[config.mk]
export PLATFORM = sky130hd
export DESIGN_NAME = fpmac_scheduler
export DESIGN_NICKNAME = d
export VERILOG_FILES = /design/src/rtl/fpmac_scheduler.sv
export SDC_FILE = /design/constraint.sdc
export NUM_CORES = 1
export LEC_CHECK = 0
export CAP_MARGIN = 5
export CELL_PAD_IN_SITES_DETAIL_PLACEMENT = 0
export CELL_PAD_IN_SITES_GLOBAL_PLACEMENT = 1
export CORE_MARGIN = 2
export CORE_UTILIZATION = 28
export DETAILED_ROUTE_END_ITERATION = 10
export PLACE_DENSITY_LB_ADDON = 0.1
export SYNTH_ARGS = -nofsm -noshare
export SYNTH_HDL_FRONTEND = slang
export SYNTH_SLANG_ARGS = --single-unit
[constraint.sdc]
create_clock -name clk -period 3.43 [get_ports clk]
set_clock_uncertainty 0.2 [all_clocks]
set_input_delay 0.343 -clock clk [delete_from_list [all_inputs] [get_ports clk]]
set_output_delay 0.343 -clock clk [all_outputs]
set_load 0.01 [all_outputs]
[src/rtl/fpmac_scheduler.sv]
// Sequencer that drives the shared FPMac datapath one dot product at a time,
// sweeping (i, j) in row-major order to build S = A * B^T over a valid/ready port.
module fpmac_scheduler #(
  parameter  int DATA_WIDTH  = 16,
  parameter  int OUT_WIDTH   = 16,
  parameter  int DATA_LENGTH = 4,
  parameter  int ROWS        = 4,
  parameter  int COLS        = 4,
  localparam int RW          = (ROWS > 1) ? $clog2(ROWS) : 1,
  localparam int CW          = (COLS > 1) ? $clog2(COLS) : 1,
  localparam int VW          = DATA_WIDTH * DATA_LENGTH
) (
  input  logic                 clk,
  input  logic                 rst_n,
  input  logic                 start,
  output logic                 busy,
  output logic                 done,
  output logic [RW-1:0]        a_addr,
  input  logic [VW-1:0]        a_data,
  output logic [CW-1:0]        b_addr,
  input  logic [VW-1:0]        b_data,
  output logic [VW-1:0]        mac_in_1,
  output logic [VW-1:0]        mac_in_2,
  input  logic [OUT_WIDTH-1:0] mac_out,
  output logic                 res_valid,
  input  logic                 res_ready,
  output logic [OUT_WIDTH-1:0] res_data,
  output logic [RW-1:0]        res_row,
  output logic [CW-1:0]        res_col
);

  localparam logic [2:0] S_IDLE = 3'd0;
  localparam logic [2:0] S_ADDR = 3'd1;
  localparam logic [2:0] S_LOAD = 3'd2;
  localparam logic [2:0] S_MAC  = 3'd3;
  localparam logic [2:0] S_OUT  = 3'd4;

  logic [2:0]    state;
  logic [RW-1:0] row_idx;
  logic [CW-1:0] col_idx;
  logic          last_row;
  logic          last_col;

  assign last_row = (row_idx == RW'(ROWS - 1));
  assign last_col = (col_idx == CW'(COLS - 1));

  // The counters only move on a handshake, so they already are registered
  // addresses that are valid during ADDR and held through OUT.
  assign a_addr = row_idx;
  assign b_addr = col_idx;
  assign busy   = (state != S_IDLE);

  always_ff @(posedge clk) begin
    if (!rst_n) begin
      state     <= S_IDLE;
      row_idx   <= '0;
      col_idx   <= '0;
      done      <= 1'b0;
      mac_in_1  <= '0;
      mac_in_2  <= '0;
      res_valid <= 1'b0;
      res_data  <= '0;
      res_row   <= '0;
      res_col   <= '0;
    end else begin
      done <= 1'b0;
      case (state)
        S_IDLE: begin
          row_idx <= '0;
          col_idx <= '0;
          if (start) state <= S_ADDR;
        end
        S_ADDR: state <= S_LOAD;
        S_LOAD: begin
          mac_in_1 <= a_data;
          mac_in_2 <= b_data;
          state    <= S_MAC;
        end
        S_MAC: begin
          res_data  <= mac_out;
          res_row   <= row_idx;
          res_col   <= col_idx;
          res_valid <= 1'b1;
          state     <= S_OUT;
        end
        S_OUT: begin
          if (res_ready) begin
            res_valid <= 1'b0;
            state     <= S_ADDR;
            if (last_col) begin
              col_idx <= '0;
              if (last_row) begin
                row_idx <= '0;
                done    <= 1'b1;
                state   <= S_IDLE;
              end else begin
                row_idx <= row_idx + 1'b1;
              end
            end else begin
              col_idx <= col_idx + 1'b1;
            end
          end
        end
        default: state <= S_IDLE;
      endcase
    end
  end

endmodule
After elaboration in Yosys (flattened, before gate mapping)

Cells that the tools add are included.

Bits in registers: 157
Output and inout bits: 155
Logic and storage cells: 45

Add/sub/neg operators: 2
Equal/unequal tests: 9
Mux-type cells: 15
Reductions and logical operators: 9

Operators with widths:

| operator                                                         | number |
|---|---|
| 3-bit case mux with 5 select lines                               | 1 |
| 2-bit 2-to-1 mux                                                 | 5 |
| 2-bit case mux with 2 select lines                               | 2 |
| 3-bit by 2-bit == test with 1-bit output (second input constant) | 2 |
| 3-bit 2-to-1 mux                                                 | 2 |
| 2-bit inequality test (second input constant)                    | 3 |
| 2-bit AND reduction                                              | 3 |
| 2-bit by 1-bit adder with 2-bit output (second input constant)   | 2 |
| 2-bit == test (second input constant)                            | 2 |
| 1-bit 2-to-1 mux                                                 | 4 |
| 4-bit AND reduction                                              | 1 |
| 2-bit nonzero test                                               | 2 |
| 3-bit by 1-bit == test with 1-bit output (second input constant) | 1 |
| 3-bit == test (second input constant)                            | 1 |
| 3-bit logical NOT                                                | 1 |
| 3-bit AND reduction                                              | 1 |
| 3-bit nonzero test                                               | 1 |
| 1-bit case mux with 2 select lines                               | 1 |

Logic depth before layout (Yosys ltp)

Gate-level depths: netlist (run 1).

Word-level depth: 5
Depth in mapped cells: 6
Depth with buffers taken out: 4

Worst setup path before layout (run 1)

Ideal clock, no wire load.

Path kind: reg2reg
From: register state[0]
To: register mac_in_1[10]
Library setup time: 132 ps
Arrival time: 1201 ps
Setup slack: 1896 ps
Cell stages (with the launch flop): 7
Path buffers: 3
Period minus slack after synthesis: 1534 ps
Cell sequence: dfxtp_1 buf_6 or3b_1 buf_2 buf_2 nand2_1 a21oi_1

Word-level cells in the longest chain between the ends: 1

RTL lines:

| what                                     | RTL line | text |
|---|---|---|
| from (decl)                              | 38       | `logic [2:0] state;` |
| from (signal assigned)                   | 55       | `state <= S_IDLE;` |
| from (signal assigned)                   | 71       | `if (start) state <= S_ADDR;` |
| from (signal assigned)                   | 73       | `S_ADDR: state <= S_LOAD;` |
| 3-bit by 2-bit == test with 1-bit output | 67       | `case (state)` |
| to (signal assigned)                     | 75       | `mac_in_1 <= a_data;` |
| to (decl)                                | 22       | `output logic [VW-1:0] mac_in_1,` |

No other way between the ends.
A chain may end at the register's enable or synchronous reset.

Final worst setup path (run 1)

From: register state[2]
To: output port busy

Word-level cells in the longest chain between the ends: 1

RTL lines:

| what               | RTL line | text |
|---|---|---|
| 3-bit nonzero test | 51       | `assign busy = (state != S_IDLE);` |
| to (decl)          | 16       | `output logic busy,` |

No other way between the ends.

==> flow_metrics.py, run 1 <==
metrics = {
    "power": {
        "combPwrFrac": 0.170,
        "intPower_mw": 3.54,
        "power_density_mw_per_mm2": 510,
        "clockPowerShare": 0.408,
        "switching_share": 0.254,
        "p_sw_mw": 1.20,
        "peakVddDrop_mv": 0.344,
        "p_leak_nw": 3.21,
        "p_seq_frac": 0.422,
    },
    "clocking": {
        "cts_buffers": 17,
        "post_cts_resized": 0,
        "cts_max_level": 4,
        "path_clk_slew_ns": 0.06,
        "ctsLongestPathBuffers": 2,
        "clock-root-buffer": "clkbuf_16",
        "cts_num_sinks": 157,
        "cts_tree": "done",
        "cts_setup_buffers": 0,
        "insertion_delay_ns": 0.41,
        "cts.hold.buffers_added": 0,
    },
    "synthesis": {
        "synth_edf_count": 0,
        "synth_top_area_share": 0.572,
        "syn-num-nets": 842,
        "synth.avg_cell_area_um2": 7.94,
        "syn-instance-count": 692,
        "synth_top_area_cell": "dfxtp_1",
        "synth_async_sr_flop_share": 0,
        "ys.flop_type": "dfxtp_1",
        "synthTopCellsByArea": "dfxtp_1, nand2_1, a21oi_1",
        "syn_area_mm2": 0.00550,
        "yosysUniqueCellTypes": 31,
        "synth-seq-area-share": 0.572,
        "ys_warn_count": 0,
        "ys_ff_latch": 157,
    },
    "sta": {
        "fin_ws_ns": 1.10,
        "timing_hold_violations_final": 0,
        "report.final.slew_viol_count": 0,
        "period_minus_slack_ns": 2.33,
        "rsz0062_at_grt": "no",
        "fin_tns_setup_ns": 0,
        "worst_slew_pin_slew_ns": 0.859,
        "post-route-period-util": 0.680,
        "slew_headroom": 0.425,
        "setup_viol": 0,
        "max_freq_mhz": 429,
    },
    "worst_setup_path": {
        "cp_num_buf_inv": 1,
        "crit_chain": "or3_1 > clkdlybuf4s50_1",
        "crit_arrival_ns": 1.79,
        "max_stage_delay_ns": 0.50,
        "cp_slowest_cell": "clkdlybuf4s50_1",
        "critPathLaunch": "state[2]",
        "end_kind": "output pin",
        "startpoint_type": "flip-flop",
        "reg2reg_from": "state[2]",
        "cp_max_fo": 14,
        "path_delay_family": "buffers and inverters",
        "path_class": "reg -> out",
        "required_ns": 2.89,
    },
    "route": {
        "wl_met1_mm": 7.57,
        "ant_nets": 0,
        "wire_per_inst_um": 14.2,
        "via_per_inst": 4.32,
        "drc": 0,
        "via_count": 5396,
        "dr.pass1.iters": 4,
        "met3_length_mm": 1.61,
        "drt-initial-drc-count": 170,
        "routed_wl_mm": 17.8,
        "wl_met2_mm": 8.32,
        "highest_layer": "met4",
    },
    "global_route": {
        "antenna_found_initial": 0,
        "grt_max_degree": 61,
        "globalRouteTotalUtil": 0.167,
        "grt_pass1_vias": 4934,
        "grt_pass1_wl_mm": 26.7,
        "overflow": 0,
    },
    "flow_run": {
        "maxCapViolations": 0,
    },
    "min_path": {
        "worstHoldStart": "mac_in_1[47]",
        "worstHoldPathType": "reg -> reg",
    },
    "finish": {
        "final_area_mm2": 0.00930,
        "fill_cells": 2004,
        "layout.cells.non_filler": 1248,
        "drive_gt1_frac": 0.0438,
        "finish.net_count": 1119,
        "multi_input_area_mm2": 0.00210,
        "mostFrequentLayoutCells": "clkdlybuf4s50_1, nand2_1, dfxtp_1",
        "ff_latch_area_mm2": 0.00314,
        "synthToLayoutAreaGrowth_pct": 69.2,
        "layout_commonest_cell": "clkdlybuf4s50_1",
    },
    "placed_design": {
        "dp_cells": 1215,
        "placed_cell_area_mm2": 0.00869,
        "dp_worst_setup_slack_ns": 1.26,
        "dp_hpwl_mm": 12.0,
        "gp_congestion": 0.740,
        "port_buffers": 302,
    },
    "die": {
        "dieArea_mm2": 0.0208,
        "rows": 51,
        "die_w_um": 144,
        "fp.dieH_um": 144,
        "io_pins": 303,
        "coreArea_mm2": 0.0193,
        "start_util": 0.284,
    },
    "run_status": {
        "status": "finished clean",
    },
}
## cells by family after synthesis
group	Yosys count	synth area share
and+or+nand+nor	315	0.223
adders and majority gates	2	0.00455
xor gates and xnor gates	1	0.00159
buffers and inverters	54	0.0473
DFF	157	0.572
AOI/OAI and AO/OA	163	0.152
## power groups by stage
stage                     clock, mW  combinational, mW  sequential [mW]
final                          1.94              0.805             2.00
after global routing           2.09              0.885             2.02
after CTS                      2.00              0.822             2.00
after detailed placement          0              0.819             2.04
after global placement            0              0.823             2.04
after floorplan                   0              0.297             2.09
## flip-flops by register name (all words and copies together) (netlist names)
name / count
b_addr: 2
done: 1
res_row: 2
res_col: 2
res_data: 16
mac_in_2: 64
a_addr: 2
res_valid: 1
state: 3
mac_in_1: 64
## final cells by class
| type | instances | share of cell area |
|---|---|---|
| timing repair buffer | 310 | 0.334 |
| clock buffer | 19 | 0.0476 |
| sequential | 157 | 0.338 |
| multi-input combinational | 481 | 0.226 |
| tap | 265 | 0.0356 |
| clock inverter | 13 | 0.0176 |
| antenna | 1 | 0.000269 |
| inverter | 2 | 0.00108 |
## metrics by stage
step,hold WS [ns],utilization,total power [mW]
6_report,0.252,0.481,4.75
5_1_grt,0.248,0.481,4.99
4_1_cts,0.239,0.481,4.83
3_5_place_dp,0.246,0.450,2.86
3_3_place_gp,0.241,0.450,2.86
2_1_floorplan,0.264,-,2.39
## tightest hold or removal path, cell delays in order, from the launching register on
cell and delay, ns:
dfxtp_1 0.31, nand2_1 0.05, a21oi_1 0.05
## cells in the mapped netlist (2+ instances only)
master      n
a21oi_1   153
buf_2      28
buf_4       2
buf_6       2
clkbuf_1   20
dfxtp_1   157
ha_1        2
inv_1       2
nand2_1   298
nor2_1      3
nor3_1      2
o21ai_0     4
## final timing paths
check                                    end  slack (ns)  cells after the start
worst min-delay path            mac_in_1[47]        0.25                      2
worst max-delay path                    busy        1.10                      2
worst min register to register  mac_in_1[47]        0.25                      2
worst max register to register  mac_in_2[29]        1.31                      4
## per-layer routing
| metal | vias up | track usage |
|---|---|---|
| met5 | - | 0 |
| met4 | 0 | 0.0588 |
| met3 | 20 | 0.0709 |
| met2 | 173 | 0.264 |
| met1 | 2405 | 0.204 |
| li1 | 2798 | - |
Power figures use the tool's default switching activity.
==> inputs of run 2 (changes only) <==
--- a/config.mk
+++ b/config.mk
@@ -9,7 +9,7 @@
 export CELL_PAD_IN_SITES_DETAIL_PLACEMENT = 0
 export CELL_PAD_IN_SITES_GLOBAL_PLACEMENT = 1
 export CORE_MARGIN = 2
-export CORE_UTILIZATION = 28
+export CORE_UTILIZATION = 26
 export DETAILED_ROUTE_END_ITERATION = 10
 export PLACE_DENSITY_LB_ADDON = 0.1
 export SYNTH_ARGS = -nofsm -noshare
==> constraint.sdc (replaced) <==
create_clock -name clk -period 2.33 [get_ports clk]
set_clock_uncertainty 0.2 [all_clocks]
set_input_delay 0.233 -clock clk [delete_from_list [all_inputs] [get_ports clk]]
set_output_delay 0.233 -clock clk [all_outputs]
set_load 0.01 [all_outputs]
==> run 2 against run 1 <==
  * First-iteration DRC count grew 17%
  * Routed wire length up 1.8%
  * Global-route usage decreased by 0.74 points
  * Sequential share of layout area shrank 0.21 points
  * Via count down 0.78%
  * Cell count grew 0.96%
  * Flip-flop and latch count unchanged
  * Setup slack worse by 1.0 ns
  * Count of clock-buffer cells in the layout increased by 1
  * Register-to-register slack got worse by 0.92 ns
  * Die area grew 7.5%
  * Clock power up 41%
  * Critical endpoint unchanged
  * Largest cell class is now buffers
  * Largest power group unchanged
==> flow_metrics.py, run 2 (same netlist as run 1, synthesis figures left out) <==
metrics = {
    "clocking": {
        "cts_max_level": 4,
        "cts_setup_buffers": 0,
        "ctsLongestPathBuffers": 2,
        "post_cts_resized": 0,
        "cts_num_sinks": 157,
        "insertion_delay_ns": 0.41,
        "cts.hold.buffers_added": 0,
        "path_clk_slew_ns": 0.07,
        "cts_tree": "done",
        "clock-root-buffer": "clkbuf_16",
        "cts_buffers": 17,
    },
    "sta": {
        "period_minus_slack_ns": 2.23,
        "max_freq_mhz": 448,
        "timing_hold_violations_final": 0,
        "rsz0062_at_grt": "no",
        "worst_slew_pin_slew_ns": 0.694,
        "report.final.slew_viol_count": 0,
        "setup_viol": 0,
        "fin_ws_ns": 0.0961,
        "slew_headroom": 0.537,
        "fin_tns_setup_ns": 0,
        "post-route-period-util": 0.959,
    },
    "global_route": {
        "grt_pass1_wl_mm": 27.8,
        "grt_max_degree": 69,
        "globalRouteTotalUtil": 0.160,
        "overflow": 0,
        "antenna_found_initial": 0,
        "grt_pass1_vias": 5248,
    },
    "worst_setup_path": {
        "startpoint_type": "flip-flop",
        "cp_max_fo": 14,
        "path_class": "reg -> out",
        "end_kind": "output pin",
        "rr_endpoint": "mac_in_1[55]",
        "crit_arrival_ns": 1.80,
        "reg2reg_from": "state[2]",
        "max_stage_delay_ns": 0.53,
        "cp_slowest_cell": "clkdlybuf4s50_1",
        "rrSetupSlack_ns": 0.39,
        "required_ns": 1.90,
        "crit_chain": "or3_1 > clkdlybuf4s50_1",
        "reg2reg_depth": 4,
    },
    "min_path": {
        "min_to": "mac_in_2[29]",
        "worstHoldPathType": "in -> reg",
        "worstHoldStart": "b_data[29]",
        "hold_depth": 3,
    },
    "finish": {
        "finish.net_count": 1122,
        "reg_top3": "mac_in_1 (64), mac_in_2 (64), res_data (16)",
        "antenna_cells": 0,
        "multi_input_area_mm2": 0.00210,
        "drive_gt1_frac": 0.0467,
        "synthToLayoutAreaGrowth_pct": 70.3,
        "ff_latch_area_mm2": 0.00314,
        "layout_commonest_cell": "clkdlybuf4s50_1",
        "mostFrequentLayoutCells": "clkdlybuf4s50_1, nand2_1, dfxtp_1",
        "fill_cells": 2157,
    },
    "run_status": {
        "status": "finished clean",
    },
    "route": {
        "via_count": 5354,
        "ant_nets": 0,
        "drt-initial-drc-count": 199,
        "routed_wl_mm": 18.1,
        "drc": 0,
        "wire_per_inst_um": 14.3,
        "via_per_inst": 4.25,
        "dr.pass1.iters": 4,
    },
    "die": {
        "rows": 53,
        "fp.dieH_um": 149,
        "dieArea_mm2": 0.0223,
        "start_util": 0.263,
        "coreArea_mm2": 0.0209,
        "die_w_um": 149,
        "io_pins": 303,
    },
    "flow_run": {
        "maxCapViolations": 0,
    },
    "power": {
        "peakVddDrop_mv": 0.484,
        "power_density_mw_per_mm2": 737,
        "p_leak_nw": 3.22,
    },
    "placed_design": {
        "gp_congestion": 0.741,
        "dp_hpwl_mm": 12.1,
        "port_buffers": 302,
        "dp_worst_setup_slack_ns": 0.375,
    },
}
run 2: changes by cell type in the layout (fill, tap and decap cells not counted), sizes merged:
cell	delta
inv	+3
clkbuf	+1
diode	-1
clkinv	-2
bufinv	-2
buf	+3
run 2: how the worst max path moves through the flow:
stage | start | to
global placement | state[2] | mac_in_2[29]
finish | state[2] | busy
global route | state[2] | busy
detailed placement | state[2] | mac_in_2[20]
floorplan | state[0] | mac_in_1[10]
CTS | state[2] | busy
run 2: worst max-delay path, delay by kind of cell, from the launching register on:
kind	cells	cell delay (ns)
flops	1	0.44
buf+inv	1	0.53
simple gates	1	0.42
run 2: area by class of cell:
class / count / share of cell area
timing repair buffer: 313 / 0.340
sequential: 157 / 0.336
multi-input combinational: 481 / 0.224
clock buffer: 20 / 0.0488
tap: 275 / 0.0368
clock inverter: 12 / 0.0135
inverter: 2 / 0.00107
run 2: where the power goes:
group          leakage [nW]  internal, mW  switching, mW  total, mW
Combinational          1.67         0.657          0.554       1.21
Clock                 0.280          1.56           1.19       2.74
Sequential             1.27          2.86         0.0937       2.95
run 2: routing by layer:
layer  share of wire  vias to the layer above  wire length [um]  GRT usage
met1            0.42                     2361              7650      0.191
met2            0.45                      188              8220      0.250
li1                -                     2792                 -          -
met3            0.11                       13              1970     0.0789
met5               0                        -                 0          0
met4           0.013                        0               232     0.0524
run 2: through the flow:
stage / hold slack [ns] / util / cell area, um2 / total power [mW] / std cells
2_1_floorplan: 0.154 / - / 5500 / 3.51 / 692
3_3_place_gp: 0.241 / 0.420 / 8780 / 4.24 / 1228
3_5_place_dp: 0.245 / 0.420 / 8780 / 4.24 / 1228
4_1_cts: 0.129 / 0.448 / 9360 / 7.04 / 1260
5_1_grt: 0.139 / 0.448 / 9360 / 7.26 / 1260
6_report: 0.151 / 0.448 / 9360 / 6.90 / 1260
==> inputs of run 3 (changes only) <==
--- a/config.mk
+++ b/config.mk
@@ -12,6 +12,7 @@
 export CORE_UTILIZATION = 26
 export DETAILED_ROUTE_END_ITERATION = 10
 export PLACE_DENSITY_LB_ADDON = 0.1
+export SKIP_CTS_REPAIR_TIMING = 1
 export SYNTH_ARGS = -nofsm -noshare
 export SYNTH_HDL_FRONTEND = slang
 export SYNTH_SLANG_ARGS = --single-unit
==> results of run 3 <==
No change in the layout: final DEF, timing and power equal those of run 2.
